### config.mk
export PLATFORM = sky130hd
export DESIGN_NAME = c_onehot_err_capture
export DESIGN_NICKNAME = d
export VERILOG_FILES = /design/src/rtl/c_onehot_err_capture.sv
export SDC_FILE = /design/constraint.sdc
export NUM_CORES = 1
export LEC_CHECK = 0
export ABC_AREA = 1
export CAP_MARGIN = 25
export CORE_ASPECT_RATIO = 1.4
export CORE_MARGIN = 2
export CORE_UTILIZATION = 30
export DETAILED_ROUTE_END_ITERATION = 12
export GPL_TIMING_DRIVEN = 0
export MAX_ROUTING_LAYER = met4
export PLACE_DENSITY_LB_ADDON = 0.08
export SLEW_MARGIN = 15
export SYNTH_ARGS = -nofsm -noshare
export SYNTH_HDL_FRONTEND = slang
export SYNTH_SLANG_ARGS = --single-unit
### constraint.sdc
create_clock -name clk -period 1.65 [get_ports clk]
set_input_delay 0.165 -clock clk [delete_from_list [all_inputs] [get_ports clk]]
set_output_delay 0.165 -clock clk [all_outputs]
set_load 0.02 [all_outputs]
### src/rtl/c_onehot_err_capture.sv
// One-hot violation monitor: pipelined multi/zero-hot detect, sticky flags, capture, count.
// Optional C_ERR_CAPTURE_TIMESTAMP_EN adds a cycle counter and err_ts capture.
module c_onehot_err_capture #(
  parameter int width       = 8,
  parameter int cnt_width   = 8,
  parameter bit require_one = 1'b0
`ifdef C_ERR_CAPTURE_TIMESTAMP_EN
  ,
  parameter int ts_width    = 16
`endif
) (
  input  logic                 clk,
  input  logic                 reset,
  input  logic                 active,
  input  logic                 valid,
  input  logic [0:width-1]     data,
  input  logic                 clear,
  output logic                 err_multi_hot,
  output logic                 err_zero_hot,
  output logic                 err_pulse,
  output logic [0:width-1]     err_vec,
  output logic [0:cnt_width-1] err_count
`ifdef C_ERR_CAPTURE_TIMESTAMP_EN
  ,
  output logic [0:ts_width-1]  err_ts
`endif
);

  function automatic logic multi_hot(input logic [0:width-1] v);
    logic seen;
    logic mh;
    seen = 1'b0;
    mh   = 1'b0;
    for (int i = 0; i < width; i++) begin
      mh   = mh | (seen & v[i]);
      seen = seen | v[i];
    end
    return mh;
  endfunction

  logic             s1_valid;
  logic [0:width-1] s1_data;
  logic             captured;
  logic             mh;
  logic             zh;
  logic             viol;

  assign mh   = multi_hot(s1_data);
  assign zh   = ~|s1_data;
  assign viol = s1_valid & (mh | (require_one & zh));

  always_ff @(posedge clk or negedge reset) begin
    if (!reset) begin
      s1_valid <= 1'b0;
      s1_data  <= '0;
    end else if (active) begin
      s1_valid <= valid;
      s1_data  <= data;
    end
  end

  // clear zeroes first; a same-edge violation then overrides it
  always_ff @(posedge clk or negedge reset) begin
    if (!reset) begin
      err_pulse     <= 1'b0;
      err_multi_hot <= 1'b0;
      err_zero_hot  <= 1'b0;
      err_vec       <= '0;
      err_count     <= '0;
      captured      <= 1'b0;
    end else if (active) begin
      err_pulse <= viol;
      if (clear) begin
        err_multi_hot <= 1'b0;
        err_zero_hot  <= 1'b0;
        err_vec       <= '0;
        err_count     <= '0;
        captured      <= 1'b0;
      end
      if (viol) begin
        if (mh)
          err_multi_hot <= 1'b1;
        if (zh && require_one)
          err_zero_hot <= 1'b1;
        if (!captured || clear) begin
          err_vec  <= s1_data;
          captured <= 1'b1;
        end
        if (clear)
          err_count <= {{(cnt_width-1){1'b0}}, 1'b1};
        else if (err_count != '1)
          err_count <= err_count + 1'b1;
      end
    end
  end

`ifdef C_ERR_CAPTURE_TIMESTAMP_EN
  logic [0:ts_width-1] ts_cnt;

  always_ff @(posedge clk or negedge reset) begin
    if (!reset) begin
      ts_cnt <= '0;
      err_ts <= '0;
    end else if (active) begin
      ts_cnt <= ts_cnt + 1'b1;
      if (clear)
        err_ts <= '0;
      // +1: report the count as seen during the S2 cycle
      if (viol && (!captured || clear))
        err_ts <= ts_cnt + 1'b1;
    end
  end
`endif

endmodule

==> impl_metrics.py, run 1 <==
metrics = {
    "critical_path": {
        "path_buf_inv": 2,
        "cp.depth": 2,
        "crit_family": "buffers and inverters",
        "cp.required_ns": 1.48,
        "worstPathArrival_ns": 1.42,
        "crit_type": "flop to primary output",
        "endpoint": "err_count[6]",
        "slowest_stage": "clkdlybuf4s50_1",
        "worstSetupStartpoint": "err_count[6]",
        "path_max_fanout": 3,
        "r2r-end": "err_vec[5]",
        "r2r_slack_ns": 0.07,
        "crit_chain": "buf_4 > clkdlybuf4s50_1",
        "cp-start-kind": "flop",
        "reg2reg_depth": 9,
        "rr_startpoint": "s1_data[0]",
        "crit_path_end_kind": "primary output",
        "slowest_delay_ns": 0.58,
    },
    "logic_synthesis": {
        "synthesis.area_um2": 1790,
        "synthCells": 266,
        "syn_area_per_cell_um2": 6.731,
        "synth_seq_cells": 28,
        "yosys-top-cells-area": "dfrtp_1, nand2_1, nand3_1",
        "synth_cell_types": 24,
        "syn-num-nets": 280,
        "synth-seq-area-share": 0.3913,
        "yosys_warnings": 0,
        "synth_top_area_cell": "dfrtp_1",
        "synth.top_cell.area_share": 0.3913,
    },
    "floorplanning": {
        "start_util": 0.3075,
        "die_h_um": 95.41,
        "core_um2": 5822,
        "fp.dieW_um": 69.29,
        "num_rows": 33,
        "ios": 32,
        "die_area_um2": 6611,
    },
    "finish": {
        "final_nets": 324,
        "drive_above_1_share": 0.1618,
        "syn2layout_area_growth_pct": 35.01,
        "multi_input_area_um2": 998.5,
        "final_cell_mix": "nand2_1, clkdlybuf4s50_1, nand3_1, dfrtp_1, inv_1",
        "stdcell_count": 379,
        "final_common_cell": "nand2_1",
        "fillers": 617,
        "antennaDiodeCount": 0,
        "post-route-util": 0.4152,
        "fin_area_um2": 2417,
        "register_area_um2": 705.7,
    },
    "timing": {
        "finalCriticalPeriod_ns": 1.588,
        "timing.final.ws_setup_ns": 0.06215,
        "slew_headroom": 0.5463,
        "clock.fmax_mhz": 629.8,
        "finalMaxSlewViolations": 0,
        "hold_slack_ns": 0.2301,
        "finalClockSkew_ns": 0.007713,
        "tightestPinTransition_ns": 0.6806,
        "rsz0062_at_grt": "yes",
        "fin_crit_sh": 0.9623,
        "finalSetupViolCount": 0,
        "setup_tns_ns": 0,
        "hold_viol": 0,
    },
    "grt": {
        "grt_pass1_wl_um": 8376,
        "grt_max_degree": 29,
        "grt_usage": 0.1631,
        "overflow": 0,
        "antenna_found_initial": 0,
        "grt_pass1_vias": 1713,
    },
    "route": {
        "wirelength_um": 5011,
        "drt_iter0_drc": 109,
        "antenna_left": 0,
        "wire_per_inst_um": 13.22,
        "vias_per_cell": 4.720,
        "via_count": 1789,
        "firstDrtPassIters": 6,
        "drcViolationCount": 0,
    },
    "min_path": {
        "hp-start": "active",
        "min_path_cells": 3,
        "hp-class": "primary input to flop",
    },
    "cts": {
        "clk_pin_slew_ns": 0.11,
        "cts-root-buf": "clkbuf_8",
        "cts_tree": "done",
        "h-tree-depth": 1,
        "clockBufferDepth": 2,
        "clk-insertion-delay-late_ns": 0.29,
        "numClockSinks": 28,
        "cts_made_buffers": 3,
    },
    "power": {
        "power_mw": 2.278,
        "p_per_area_nw_per_um2": 942.5,
        "worst_ir_drop_vdd_v": 0.0003638,
        "cellLeakagePower_nw": 1.199,
    },
    "placement": {
        "dp_hpwl_um": 3481,
        "dpl_worst_slack_ns": -0.1413,
        "place_area_um2": 2163,
        "gp_congestion": 0.8164,
        "dp_cells": 365,
        "port_buffers": 29,
    },
    "status": {
        "status": "finished clean",
    },
    "run": {
        "drv_cap": 0,
    },
}
## logic make-up (layout without fill, tap and decap cells)
family	after synthesis	count (layout)	synth area share
AO/OA/AOI/OAI	20	20	0.05730
adder cells (fa/ha/maj)	1	1	0.006987
buffers and inverters	33	76	0.09503
flip-flops	28	28	0.3913
other	1	1	0.002094
AND/OR/NAND/NOR	183	183	0.4472
## worst min-delay path by stage
stage / to / slack, ns
floorplan: captured / -0.13
global placement: err_multi_hot / 0.47
detailed placement: s1_data[0] / 0.26
CTS: err_multi_hot / 0.24
global route: captured / 0.26
finish: err_multi_hot / 0.23
## sequential cells by signal, indices dropped and copies added, names as in the netlist
register and count:
err_vec 8, s1_data 8, err_count 8, err_pulse 1, s1_valid 1, captured 1, err_multi_hot 1
## power breakdown
group	internal (mW)	switching [mW]	total (mW)
clock	0.326	0.241	0.566
combinational	0.367	0.441	0.808
sequential	0.787	0.117	0.904
## worst register-to-register path, cell delays in order, from the launching register on
cell       delay [ns]
dfrtp_2          0.46
nor2_4           0.14
nand3_2          0.09
o21ai_1          0.23
nand2_4          0.14
nand2_8          0.12
clkbuf_16        0.16
nand2_2          0.05
nand3_2          0.05
nand2_1          0.05
## per-layer routing
layer  up-vias  global-route usage  share of wire
met5         -                   -              0
met4         0             0.04412          0.011
met3         5             0.01586          0.019
met2        23              0.3005           0.52
met1       836              0.1898           0.45
li1        925                   -              -
## timing repair
item	CTS	global route
cloned	0	2
hold endpoints to repair	28	0
setup buffers	1	6
gates resized for setup	1	24
hold buffers	1	0
setup endpoints to repair	3	18
pin swaps	0	10
## cells in the mapped netlist
cell      number
clkbuf_1       3
buf_6          2
nand4_1        3
nand3_1       32
nor2_2         2
nand2_1      125
clkinv_1       1
o21ai_1        1
o21ai_0       17
inv_1         18
ha_1           1
buf_8          1
nand3b_1       8
nand2_4        2
buf_4          4
nor2_4         1
conb_1         1
a21oi_1        1
nor2_1         8
nand3_2        1
o211ai_1       1
buf_2          4
dfrtp_1       28
nand2_2        1
## layout make-up
class,count,share of cell area
Timing Repair Buffer,39,0.1589
Clock buffer,3,0.01708
Tap cell,70,0.03623
Multi-Input combinational cell,205,0.4130
Clock inverter,1,0.01242
Inverter,19,0.02950
Sequential cell,28,0.2919
Buffer,14,0.04089
(Power assumes the default switching activity.)
==> inputs of run 2 (changes only) <==
--- a/config.mk
+++ b/config.mk
@@ -7,7 +7,6 @@
 export LEC_CHECK = 0
 export ABC_AREA = 1
 export CAP_MARGIN = 25
-export CORE_ASPECT_RATIO = 1.4
 export CORE_MARGIN = 2
 export CORE_UTILIZATION = 30
 export DETAILED_ROUTE_END_ITERATION = 12
==> run 2 against run 1 <==
  * Die area down 0.12%
  * Sequential power rose by 0.6%
  * Flip-flop and latch count unchanged
  * Count of clock-buffer cells in the layout stayed put
  * Via count fell by 1.6%
  * Setup slack got worse by 0.017 ns
  * Wire length down 4.4%
  * Worst hold slack worse by 0.0058 ns
==> impl_metrics.py, run 2 (synthesis gave the netlist of run 1 again) <==
metrics = {
    "power": {
        "p_per_area_nw_per_um2": 950.9,
        "worst_ir_drop_vdd_v": 0.0003195,
        "power_mw": 2.269,
        "cellLeakagePower_nw": 1.192,
    },
    "cts": {
        "cts_tree": "done",
        "cts_made_buffers": 3,
        "clockBufferDepth": 2,
        "h-tree-depth": 1,
        "cts-root-buf": "clkbuf_8",
        "clk-insertion-delay-late_ns": 0.28,
        "numClockSinks": 28,
        "clk_pin_slew_ns": 0.10,
    },
    "timing": {
        "clock.fmax_mhz": 623.0,
        "finalCriticalPeriod_ns": 1.605,
        "fin_crit_sh": 0.9727,
        "setup_tns_ns": 0,
        "finalSetupViolCount": 0,
        "slew_headroom": 0.5638,
        "finalClockSkew_ns": 0.01260,
        "finalMaxSlewViolations": 0,
        "tightestPinTransition_ns": 0.6543,
        "hold_viol": 0,
    },
    "finish": {
        "antennaDiodeCount": 0,
        "final_cell_mix": "nand2_1, nand3_1, clkdlybuf4s50_1, dfrtp_1, inv_1",
        "fillers": 620,
        "post-route-util": 0.4078,
        "fin_area_um2": 2386,
        "register_area_um2": 708.2,
        "stdcell_count": 384,
        "reg_top3": "err_count: 8 flops, err_vec: 8 flops, s1_data: 8 flops",
        "final_common_cell": "nand2_1",
        "multi_input_area_um2": 958.4,
        "drive_above_1_share": 0.1359,
        "final_nets": 324,
        "syn2layout_area_growth_pct": 33.26,
    },
    "route": {
        "drcViolationCount": 0,
        "drt_iter0_drc": 121,
        "vias_per_cell": 4.586,
        "antenna_left": 0,
        "firstDrtPassIters": 4,
        "wire_per_inst_um": 12.48,
        "via_count": 1761,
        "wirelength_um": 4791,
    },
    "grt": {
        "grt_pass1_wl_um": 8066,
        "overflow": 0,
        "grt_usage": 0.1618,
        "antenna_found_initial": 0,
        "grt_max_degree": 29,
        "grt_pass1_vias": 1621,
    },
    "min_path": {
        "min_path_cells": 4,
        "hp-class": "primary input to flop",
    },
    "critical_path": {
        "worstPathArrival_ns": 1.44,
        "r2r-end": "err_count[1]",
        "cp-start-kind": "flop",
        "crit_type": "flop to primary output",
        "cp.required_ns": 1.48,
        "rr_startpoint": "s1_data[0]",
        "worstSetupStartpoint": "err_count[7]",
        "r2r_slack_ns": 0.10,
        "crit_path_end_kind": "primary output",
        "endpoint": "err_count[7]",
        "path_max_fanout": 5,
        "reg2reg_depth": 11,
    },
    "floorplanning": {
        "die_area_um2": 6602,
        "die_h_um": 81.26,
        "num_rows": 28,
        "start_util": 0.3060,
        "ios": 32,
        "fp.dieW_um": 81.26,
        "core_um2": 5851,
    },
    "placement": {
        "dp_hpwl_um": 3255,
        "gp_congestion": 0.8595,
        "dp_cells": 370,
        "port_buffers": 29,
        "place_area_um2": 2170,
    },
    "status": {
        "status": "finished clean",
    },
    "run": {
        "drv_cap": 0,
    },
}
[run 2: changes by cell type in the layout (fill, tap and decap cells not counted)]
| cell | previous run | this run |
|---|---|---|
| nor2_2 | 2 | 1 |
| nand2_1 | 119 | 124 |
| nand3_1 | 26 | 30 |
| nand2_2 | 6 | 2 |
| dfrtp_1 | 24 | 22 |
| nand2_4 | 2 | 1 |
| dfrtp_2 | 4 | 6 |
| nand3_2 | 7 | 3 |
| nor2_1 | 7 | 8 |
[run 2: stage by stage]
step	hold WS (ns)	setup slack, ns
2_1_floorplan	-0.1306	0.06647
3_3_place_gp	0.4709	-0.1584
3_5_place_dp	0.2517	-0.1218
4_1_cts	0.2225	0.03728
5_1_grt	0.2322	-0.005227
6_report	0.2243	0.04496
[run 2: worst min-delay path by stage]
stage	endpoint	slack, ns	from
final	err_count[7]	0.22	active
after global placement	err_pulse	0.47	err_pulse
after global routing	err_count[7]	0.23	active
after CTS	err_count[7]	0.22	active
after detailed placement	err_pulse	0.25	reset
after floorplan	captured	-0.13	reset
[run 2: final cells by class]
type	instances	share of cell area
inverters	19	0.02989
repair buffers	39	0.1610
multi-input cells	205	0.4017
flip-flops and latches	28	0.2968
clock buffers	3	0.01730
plain buffers	14	0.04143
clock inverters	1	0.01259
well taps	75	0.03933
[run 2: routing by layer]
layer / wire length, um / track usage
met2: 2212 / 0.2488
met1: 2363 / 0.2288
met3: 184 / 0.02000
met4: 30 / 0.03390
met5: 0 / -
[run 2: worst max-delay path, cell delays in order (launching register included)]
cell,delay [ns]
dfrtp_2,0.44
buf_4,0.14
clkdlybuf4s50_1,0.59
[run 2: timing repair]
| item | 4_1_cts | 5_1_grt |
|---|---|---|
| endpoints found under the hold margin | 28 | 0 |
| gates cloned | 0 | 1 |
| hold buffers | 1 | 0 |
| resized for setup | 2 | 13 |
| endpoints found under the setup margin | 1 | 18 |
| buffers inserted | 0 | 8 |
| pin swaps | 0 | 4 |
[run 2: power by group]
part / internal (mW) / switching (mW) / total (mW)
clock network: 0.325 / 0.238 / 0.563
registers: 0.789 / 0.120 / 0.909
logic: 0.370 / 0.427 / 0.797
